## src/rtl/rv32i_pkg.sv

```systemverilog
// Shared constants and types for the RV32I memory-access stage.
package rv32i_pkg;

  localparam logic [6:0] OP_LOAD  = 7'b0000011;
  localparam logic [6:0] OP_STORE = 7'b0100011;

  localparam logic [2:0] F3_B  = 3'b000;
  localparam logic [2:0] F3_H  = 3'b001;
  localparam logic [2:0] F3_W  = 3'b010;
  localparam logic [2:0] F3_BU = 3'b100;
  localparam logic [2:0] F3_HU = 3'b101;

  typedef enum logic {IDLE, BUS} mem_state_t;

endpackage

```

## src/rtl/rv32i_memlane.sv

```systemverilog
// Byte-lane logic: store steering/enables, load extraction/extension,
// and misalignment / illegal-func3 classification.
module rv32i_memlane
  import rv32i_pkg::*;
(
  input  logic        is_store,
  input  logic [2:0]  func3,
  input  logic [1:0]  addr_lo,
  input  logic [31:0] rs2_data,
  input  logic [31:0] rdata,
  output logic [31:0] wdata,
  output logic [3:0]  be,
  output logic [31:0] load_data,
  output logic        misalign,
  output logic        illegal
);

  logic [7:0]  ld_byte;
  logic [15:0] ld_half;

  always_comb begin
    ld_byte = rdata[7:0];
    case (addr_lo)
      2'd0: ld_byte = rdata[7:0];
      2'd1: ld_byte = rdata[15:8];
      2'd2: ld_byte = rdata[23:16];
      2'd3: ld_byte = rdata[31:24];
      default: ld_byte = rdata[7:0];
    endcase
  end

  assign ld_half = addr_lo[1] ? rdata[31:16] : rdata[15:0];

  always_comb begin
    wdata     = rs2_data;
    be        = 4'b1111;
    load_data = rdata;
    misalign  = 1'b0;
    illegal   = 1'b0;
    case (func3)
      F3_B: begin
        load_data = {{24{ld_byte[7]}}, ld_byte};
        if (is_store) begin
          wdata = {4{rs2_data[7:0]}};
          be    = 4'b0001 << addr_lo;
        end
      end
      F3_H: begin
        misalign  = addr_lo[0];
        load_data = {{16{ld_half[15]}}, ld_half};
        if (is_store) begin
          wdata = {2{rs2_data[15:0]}};
          be    = addr_lo[1] ? 4'b1100 : 4'b0011;
        end
      end
      F3_W: misalign = |addr_lo;
      F3_BU: begin
        illegal   = is_store;
        load_data = {24'd0, ld_byte};
      end
      F3_HU: begin
        illegal   = is_store;
        misalign  = addr_lo[0];
        load_data = {16'd0, ld_half};
      end
      default: illegal = 1'b1;
    endcase
  end

endmodule

```

## src/rtl/rv32i_memtop.sv

```systemverilog
// RV32I memory-access stage: issues loads/stores on a req/ack bus, stalls
// upstream while busy, and forwards writeback results.
module rv32i_memtop
  import rv32i_pkg::*;
#(
  parameter int unsigned TIMEOUT_CYCLES = 16
) (
  input  logic        clk,
  input  logic        reset,
  input  logic        valid_in,
  input  logic [31:0] pc_in,
  input  logic [31:0] iw_in,
  input  logic [31:0] alu_in,
  input  logic [31:0] rs2_data_in,
  input  logic        wb_en_in,
  input  logic [4:0]  wb_reg_in,
  output logic        stall_out,
  output logic        mem_req,
  output logic        mem_we,
  output logic [31:0] mem_addr,
  output logic [31:0] mem_wdata,
  output logic [3:0]  mem_be,
  input  logic [31:0] mem_rdata,
  input  logic        mem_ack,
  output logic        valid_out,
  output logic [31:0] pc_out,
  output logic [31:0] iw_out,
  output logic [31:0] wb_data_out,
  output logic        wb_en_out,
  output logic [4:0]  wb_reg_out,
  output logic        misalign_err,
  output logic        bus_err
);

  localparam int CW = $clog2(TIMEOUT_CYCLES);
  localparam logic [CW-1:0] CNT_LAST = CW'(TIMEOUT_CYCLES - 1);

  mem_state_t    state_reg, state_next;
  logic [CW-1:0] cnt_reg, cnt_next;
  logic          accept, complete, timeout;

  logic        is_load, is_store, is_mem;
  logic [31:0] lane_wdata, lane_load;
  logic [3:0]  lane_be;
  logic        lane_misalign, lane_illegal;

  assign is_load  = (iw_in[6:0] == OP_LOAD);
  assign is_store = (iw_in[6:0] == OP_STORE);
  assign is_mem   = is_load | is_store;

  // Upstream holds its inputs while stalled, so the same lane instance
  // serves both acceptance (store steering) and completion (load extraction).
  rv32i_memlane u_lane (
    .is_store  (is_store),
    .func3     (iw_in[14:12]),
    .addr_lo   (alu_in[1:0]),
    .rs2_data  (rs2_data_in),
    .rdata     (mem_rdata),
    .wdata     (lane_wdata),
    .be        (lane_be),
    .load_data (lane_load),
    .misalign  (lane_misalign),
    .illegal   (lane_illegal)
  );

  always_comb begin
    state_next = state_reg;
    cnt_next   = cnt_reg;
    accept     = 1'b0;
    complete   = 1'b0;
    timeout    = 1'b0;
    case (state_reg)
      IDLE: begin
        if (valid_in && is_mem && !lane_illegal && !lane_misalign) begin
          state_next = BUS;
          cnt_next   = '0;
          accept     = 1'b1;
        end
      end
      BUS: begin
        if (mem_ack) begin
          state_next = IDLE;
          cnt_next   = '0;
          complete   = 1'b1;
        end else if (cnt_reg == CNT_LAST) begin
          state_next = IDLE;
          cnt_next   = '0;
          timeout    = 1'b1;
        end else begin
          cnt_next = cnt_reg + CW'(1);
        end
      end
      default: state_next = IDLE;
    endcase
  end

  always_ff @(posedge clk or negedge reset) begin
    if (!reset) begin
      state_reg <= IDLE;
      cnt_reg   <= '0;
    end else begin
      state_reg <= state_next;
      cnt_reg   <= cnt_next;
    end
  end

  assign stall_out = (state_reg == BUS);
  assign mem_req   = (state_reg == BUS);

  always_ff @(posedge clk or negedge reset) begin
    if (!reset) begin
      mem_we       <= 1'b0;
      mem_addr     <= '0;
      mem_wdata    <= '0;
      mem_be       <= '0;
      valid_out    <= 1'b0;
      pc_out       <= '0;
      iw_out       <= '0;
      wb_data_out  <= '0;
      wb_en_out    <= 1'b0;
      wb_reg_out   <= '0;
      misalign_err <= 1'b0;
      bus_err      <= 1'b0;
    end else begin
      valid_out <= 1'b0;
      if (accept) begin
        mem_we    <= is_store;
        mem_addr  <= {alu_in[31:2], 2'b00};
        mem_wdata <= lane_wdata;
        mem_be    <= lane_be;
      end
      // Non-memory, illegal-func3 and misaligned instructions retire directly.
      if (state_reg == IDLE && valid_in && !accept) begin
        valid_out    <= 1'b1;
        pc_out       <= pc_in;
        iw_out       <= iw_in;
        wb_reg_out   <= wb_reg_in;
        wb_data_out  <= alu_in;
        wb_en_out    <= wb_en_in && !is_mem;
        misalign_err <= is_mem && !lane_illegal && lane_misalign;
        bus_err      <= 1'b0;
      end
      if (complete || timeout) begin
        valid_out    <= 1'b1;
        pc_out       <= pc_in;
        iw_out       <= iw_in;
        wb_reg_out   <= wb_reg_in;
        wb_data_out  <= (complete && !mem_we) ? lane_load : 32'd0;
        wb_en_out    <= complete && !mem_we && wb_en_in;
        misalign_err <= 1'b0;
        bus_err      <= timeout;
      end
    end
  end

endmodule

```

## config.mk

```make
export PLATFORM = sky130hd
export DESIGN_NAME = rv32i_memtop
export DESIGN_NICKNAME = d
export VERILOG_FILES = /design/src/rtl/rv32i_pkg.sv /design/src/rtl/rv32i_memlane.sv /design/src/rtl/rv32i_memtop.sv
export SDC_FILE = /design/constraint.sdc
export NUM_CORES = 1
export LEC_CHECK = 0
export ABC_CLOCK_PERIOD_IN_PS = 2040
export CORE_ASPECT_RATIO = 0.9
export CORE_MARGIN = 4
export CORE_UTILIZATION = 43
export CTS_BUF_LIST = sky130_fd_sc_hd__clkbuf_4 sky130_fd_sc_hd__clkbuf_8 sky130_fd_sc_hd__clkbuf_16
export CTS_CLUSTER_SIZE = 14
export DETAILED_ROUTE_END_ITERATION = 6
export GPL_TIMING_DRIVEN = 1
export PLACE_DENSITY = 0.81
export SYNTH_ARGS = -nofsm -noshare
export SYNTH_HDL_FRONTEND = slang
export SYNTH_SLANG_ARGS = --single-unit
```

## constraint.sdc

```tcl
create_clock -name clk -period 2.04 [get_ports clk]
set_input_delay 0.204 -clock clk [delete_from_list [all_inputs] [get_ports clk]]
set_output_delay 0.204 -clock clk [all_outputs]
set_load 0.01 [all_outputs]
```

* Word level (Yosys, flattened, before mapping)
Cells that the tools add are included.
** Operators by class
- Shifts and indexed selects :: 1
- Add/sub/neg operators :: 1
- Mux-type cells :: 43
- Reduce and logical (&&, ||, !) cells :: 23
- Bitwise logic cells :: 2
- Equality and inequality tests :: 11
** Operators with widths (count)
- 2-to-1 mux 32 bit :: 9
- one-hot mux 32 bit (4 select lines) :: 1
- one-hot mux 32 bit (2 select lines) :: 1
- one-hot mux 8 bit (4 select lines) :: 1
- 2-to-1 mux 4 bit :: 6
- 2-to-1 mux 1 bit :: 17
- 2-to-1 mux 16 bit :: 1
- one-hot mux 4 bit (2 select lines) :: 2
- logical AND 1 bit :: 10
- 2-to-1 mux 5 bit :: 2
- equality test 7 x 2 -> 1 bit (second input constant) :: 1
- equality test 7 x 6 -> 1 bit (second input constant) :: 1
- equality test 3 bit (second input constant) :: 2
- one-hot mux 1 bit (2 select lines) :: 3
- OR reduction 2 bit :: 3
- zero test 1 bit :: 5
- adder 4 x 1 -> 4 bit (second input constant) :: 1
- equality test 2 bit (second input constant) :: 2
- equality test 4 bit (second input constant) :: 1
- left shift 1 x 2 -> 4 bit (first input constant) :: 1
- equality test 3 x 1 -> 1 bit (second input constant) :: 1
- equality test 3 x 2 -> 1 bit (second input constant) :: 1
- zero test 3 bit :: 1
- OR reduction 3 bit :: 1
- other kinds (7) :: 7
** Word-level totals
- Bits in registers :: 177
- Output and inout port bits :: 176
- Word-level logic and storage cells :: 95
- Input bits :: 170

* Depth between registers and ports, before layout
- Depth after elaboration :: 12
- Mapped depth :: 8
- Gate-level depth less buffers :: 6

* By module
Synthesis repeated with hierarchy kept, for this count alone.
** Second synthesis, totals
- Cell total of the unflattened synthesis :: 641
- Area total of the unflattened synthesis :: 8184.1 um^2
** By module, submodules not included
- rv32i_memtop :: cells each 478, instances 1, area each 7034.2 um^2, sequential area each 4429.2 um^2
- rv32i_memlane :: cells each 163, instances 1, area each 1149.9 um^2, sequential area each 0.0 um^2

* Worst setup path after synthesis
OpenSTA, ideal clock, no wires.
- Kind :: input port to flip-flop
- Start point :: in iw_in[12]
- End point :: reg iw_out[22]
- Setup time :: 125 ps
- Buffers on the path :: 3
- Stages on the path :: 8
- Slack :: 179 ps
- Data required time :: 1915 ps
- Arrival time :: 1736 ps
- Cell sequence :: buf_6 > or2_2 > o31ai_4 > o21ai_4 > nand2_2 > buf_12 > buf_8 > mux2_4
** Between the ends
- Word-level cells in the longest chain between the ends :: 11
- Elaborated cells on any way between the ends :: 19
- Classes of those cells :: eq/ne (4); mux (4); reduce/logical (11)
** RTL lines
- start: declaration :: line rv32i_memtop.sv:12 : input logic [31:0] iw_in,
- equality test 3 x 2 -> 1 bit, or another cell as far along :: line rv32i_memlane.sv:40 : case (func3)
- OR reduction 3 bit (no line) / OR reduction 2 bit (equally long branches)
- one-hot mux 1 bit (2 select lines) :: line rv32i_memlane.sv:40
- zero test 1 bit :: line rv32i_memtop.sv:74 : if (valid_in && is_mem && !lane_illegal && !lane_misalign) begin
- logical AND 1 bit :: line rv32i_memtop.sv:74
- logical AND 1 bit * :: line rv32i_memtop.sv:74
- 2-to-1 mux 1 bit * :: line rv32i_memtop.sv:74
- 2-to-1 mux 1 bit * :: line rv32i_memtop.sv:72 : case (state_reg)
- zero test 1 bit * :: line rv32i_memtop.sv:133 : if (state_reg == IDLE && valid_in && !accept) begin
- logical AND 1 bit * :: line rv32i_memtop.sv:133
- nonzero test 2 bit (no line) *
- end signal: assignment :: line rv32i_memtop.sv:136 : iw_out <= iw_in;
- end signal: assignment :: line rv32i_memtop.sv:146 : iw_out <= iw_in;
- end: declaration :: line rv32i_memtop.sv:27 : output logic [31:0] iw_out,
Mark *: on every way between the ends. The rest lies on a longest branch, timed or not.
A chain may end at the register's enable or synchronous reset.

* Worst setup path in the final report
- Start point :: in alu_in[1]
- End point :: reg wb_data_out[9]
** Between the ends
- Word-level cells in the longest chain between the ends :: 9
- Elaborated cells on any way between the ends :: 18
- Classes of those cells :: eq/ne (3); mux (8); reduce/logical (7)
** RTL lines
- start: declaration :: line rv32i_memtop.sv:13 : input logic [31:0] alu_in,
- OR reduction 2 bit :: line rv32i_memlane.sv:56 : F3_W: misalign = |addr_lo;
- one-hot mux 1 bit (2 select lines) :: line rv32i_memlane.sv:40
- zero test 1 bit :: line rv32i_memtop.sv:74
- logical AND 1 bit :: line rv32i_memtop.sv:74
- 2-to-1 mux 1 bit :: line rv32i_memtop.sv:74
- 2-to-1 mux 1 bit :: line rv32i_memtop.sv:72
- zero test 1 bit :: line rv32i_memtop.sv:133
- logical AND 1 bit :: line rv32i_memtop.sv:133
- nonzero test 2 bit (no line)
- end signal: assignment :: line rv32i_memtop.sv:138 : wb_data_out <= alu_in;
- end signal: assignment :: line rv32i_memtop.sv:148 : wb_data_out <= (complete && !mem_we) ? lane_load : 32'd0;
- end: declaration :: line rv32i_memtop.sv:28 : output logic [31:0] wb_data_out,
Parallel ways exist; a longest one is shown, timed or not.

==> impl_metrics.ini <==
[final_layout]
final_core_util = 0.690
fillers = 1391
synthToLayoutAreaGrowth_pct = 56.6
drive_above_1_share = 0.154
layout.nets = 1263
seq_area_sq_um = 4430
multi_input_area_sq_um = 3410
finalNonFillerCells = 1350
num_antenna_cells = 0

[timing]
max_freq_ghz = 0.523
rsz0062_at_grt = false
fin_crit_ps = 1910
fin_skew_ps = 10.1
fin_hold_ws_ps = 276
setup_violations = 0
hold_viol = 0
fin_crit_sh = 0.937
tns_ps = 0
slew_violations = 0

[worst_setup_path]
slowest_stage = clkdlybuf4s50_1
cp_max_fo = 7
slowest_delay_ps = 610
cp.arrival_ps = 2210
cp-start-kind = input port
path_cells = clkdlybuf4s50_1 -> mux4_2 -> and2_1 -> or3_1 -> o211ai_1 -> a2bb2oi_1
worstSetupPathType = input port to flip-flop
crit_path_end_kind = flip-flop
critPathBufInv = 1
crit_required_ps = 2340
crit_family = simple AND/OR/NAND/NOR gates

[routing]
drt_iter0_drc = 365
vias_per_cell = 5.29
wl_microns = 27100
drtAntennaViolNets = 0
first_pass_iters = 5
num_vias = 7138
avgRoutedWirePerCell_microns = 20.0
drc_errors = 0

[placement]
port_buffers = 343
place_inst = 1317
place.gp.congestion = 0.849
hpwl_microns = 20300

[floorplan]
core_region_area_sq_um = 18500
die_h_microns = 139
die_x_microns = 153
dieArea_sq_um = 21300
row_count = 47
start_util = 0.441
boundaryPins = 346

[yosys]
syn_inst = 726
synthArstFlopShare = 1.00
synth_area_sq_um = 8170
synth_seq_cells = 177
synth_edf_count = 0
yosys_warnings = 0
synth_area_per_cell_sq_um = 11.2
yosysSeqAreaShare = 0.542
synth_ff_type = dfrtp_1
yosys.cell_types.count = 51

[pwr]
power_density_nw_per_um2 = 740
p_leak_nw = 5.72
vdd_drop_max_uv = 627

[global_route]
grt_pass1_vias = 7513
grt_max_degree = 63
grt_pass1_wl_microns = 43000
antenna_found_initial = 2
grt-ovfl-total = 0
gr-usage-all-layers = 0.256

[cts]
htreeDepth = 4
clock_path_buffers = 2
cts.clk_slew.worst_paths_ps = 70
clkSinkCount = 177
clockRootBuffer = clkbuf_16
cts_setup_buffers = 0
cts_tree = done
numCtsBuffers = 17
clock_latency_ps = 430

[outcome]
outcome = completed

[min_path]
hp-class = input port to asynchronous set/reset pin

[run]
drv_cap = 0
[layout by cell type (no fill, tap or decap), types with 17 or more instances in the layout]
cell               n
mux2_4            47
a2bb2oi_1         32
a21oi_1           23
clkbuf_16         17
o211ai_1          24
mux2i_1           28
clkdlybuf4s50_1  342
nand2_1          151
nor2_1            18
dfrtp_1          177
mux2_2            24
buf_4             37
o21ai_0           75
[worst paths after layout]
check	from	to	slack, ps	depth (start not counted)
worst max-delay path	alu_in[1]	wb_data_out[9]$_DFFE_PN0P_	130	6
worst min-delay path	reset	mem_addr[23]$_DFFE_PN0P_	280	2
worst max register to register	cnt_reg[0]$_DFFE_PN0P_	pc_out[7]$_DFFE_PN0P_	200	7
worst min register to register	mem_addr[22]$_DFFE_PN0P_	mem_addr[22]$_DFFE_PN0P_	470	2
max in group asynchronous	reset	wb_data_out[18]$_DFFE_PN0P_	1070	3
min in group clk	alu_in[3]	mem_addr[3]$_DFFE_PN0P_	330	3
[per-layer routing]
metal / vias to the layer above / GRT usage / part of all wire
li1: 3291 / - / -
met1: 3434 / 0.328 / 0.41
met2: 350 / 0.410 / 0.47
met3: 59 / 0.0899 / 0.087
met4: 4 / 0.0820 / 0.030
met5: - / 0 / 0.0010
[synthesized netlist by cell type, drive strengths merged (2+ instances only)]
| library cell | count | area (sq um) |
|---|---|---|
| a221oi | 3 | 26.3 |
| nor2b | 10 | 62.6 |
| o221ai | 4 | 35.0 |
| nor3b | 5 | 37.5 |
| or2 | 2 | 12.5 |
| nand3 | 6 | 30.0 |
| nor2 | 19 | 71.3 |
| mux2i | 28 | 280 |
| a2bb2oi | 32 | 280 |
| mux2 | 71 | 976 |
| inv | 7 | 26.3 |
| o211ai | 25 | 193 |
| nand2 | 152 | 573 |
| buf | 23 | 228 |
| dfrtp | 177 | 4430 |
| and2 | 3 | 18.8 |
| o31ai | 2 | 28.8 |
| nand2b | 3 | 18.8 |
| nor3 | 4 | 25.0 |
| o21ai | 77 | 397 |
| clkbuf | 27 | 101 |
| or3 | 7 | 43.8 |
| a21oi | 23 | 115 |
[metrics by stage]
stage	setup slack, ps	power [W]	cell area (sq um)
2_1_floorplan	179	0.00486	8170
3_3_place_gp	-218	0.00615	12200
3_5_place_dp	-278	0.00620	12200
4_1_cts	149	0.00955	12800
5_1_grt	0.445	0.00987	12800
6_report	129	0.00947	12800
[kinds of logic (layout without fill, tap and decap cells)]
kind of cell               after synthesis  after routing  share of synthesized area
and+or+nand+nor                        215            215                      0.115
buffers and inverters                   58            436                     0.0440
AOI/OAI and AO/OA                      174            174                      0.140
DFF                                    177            177                      0.542
muxes                                  100            100                      0.157
adders and majority gates                1              1                    0.00153
other                                    1              2                   0.000459
[power breakdown]
part,total (W),switching [W],leakage (nW),internal [W]
clock network,0.00334,0.00153,0.293,0.00181
registers,0.00405,0.000203,2.19,0.00384
logic,0.00208,0.000820,3.23,0.00126
[area by class of cell]
type	instances	area share
Inverter	8	0.00235
Sequential cell	177	0.346
Clock inverter	13	0.0110
Timing Repair Buffer	396	0.315
Tap cell	245	0.0240
Clock buffer	19	0.0354
Multi-Input combinational cell	492	0.266
[what timing repair did]
| item | CTS | global route |
|---|---|---|
| resized for setup | 0 | 0 |
| hold buffers | 1 | 0 |
| endpoints found under the hold margin | 40 | 0 |
No activity file was read; power rests on OpenSTA's default activity.
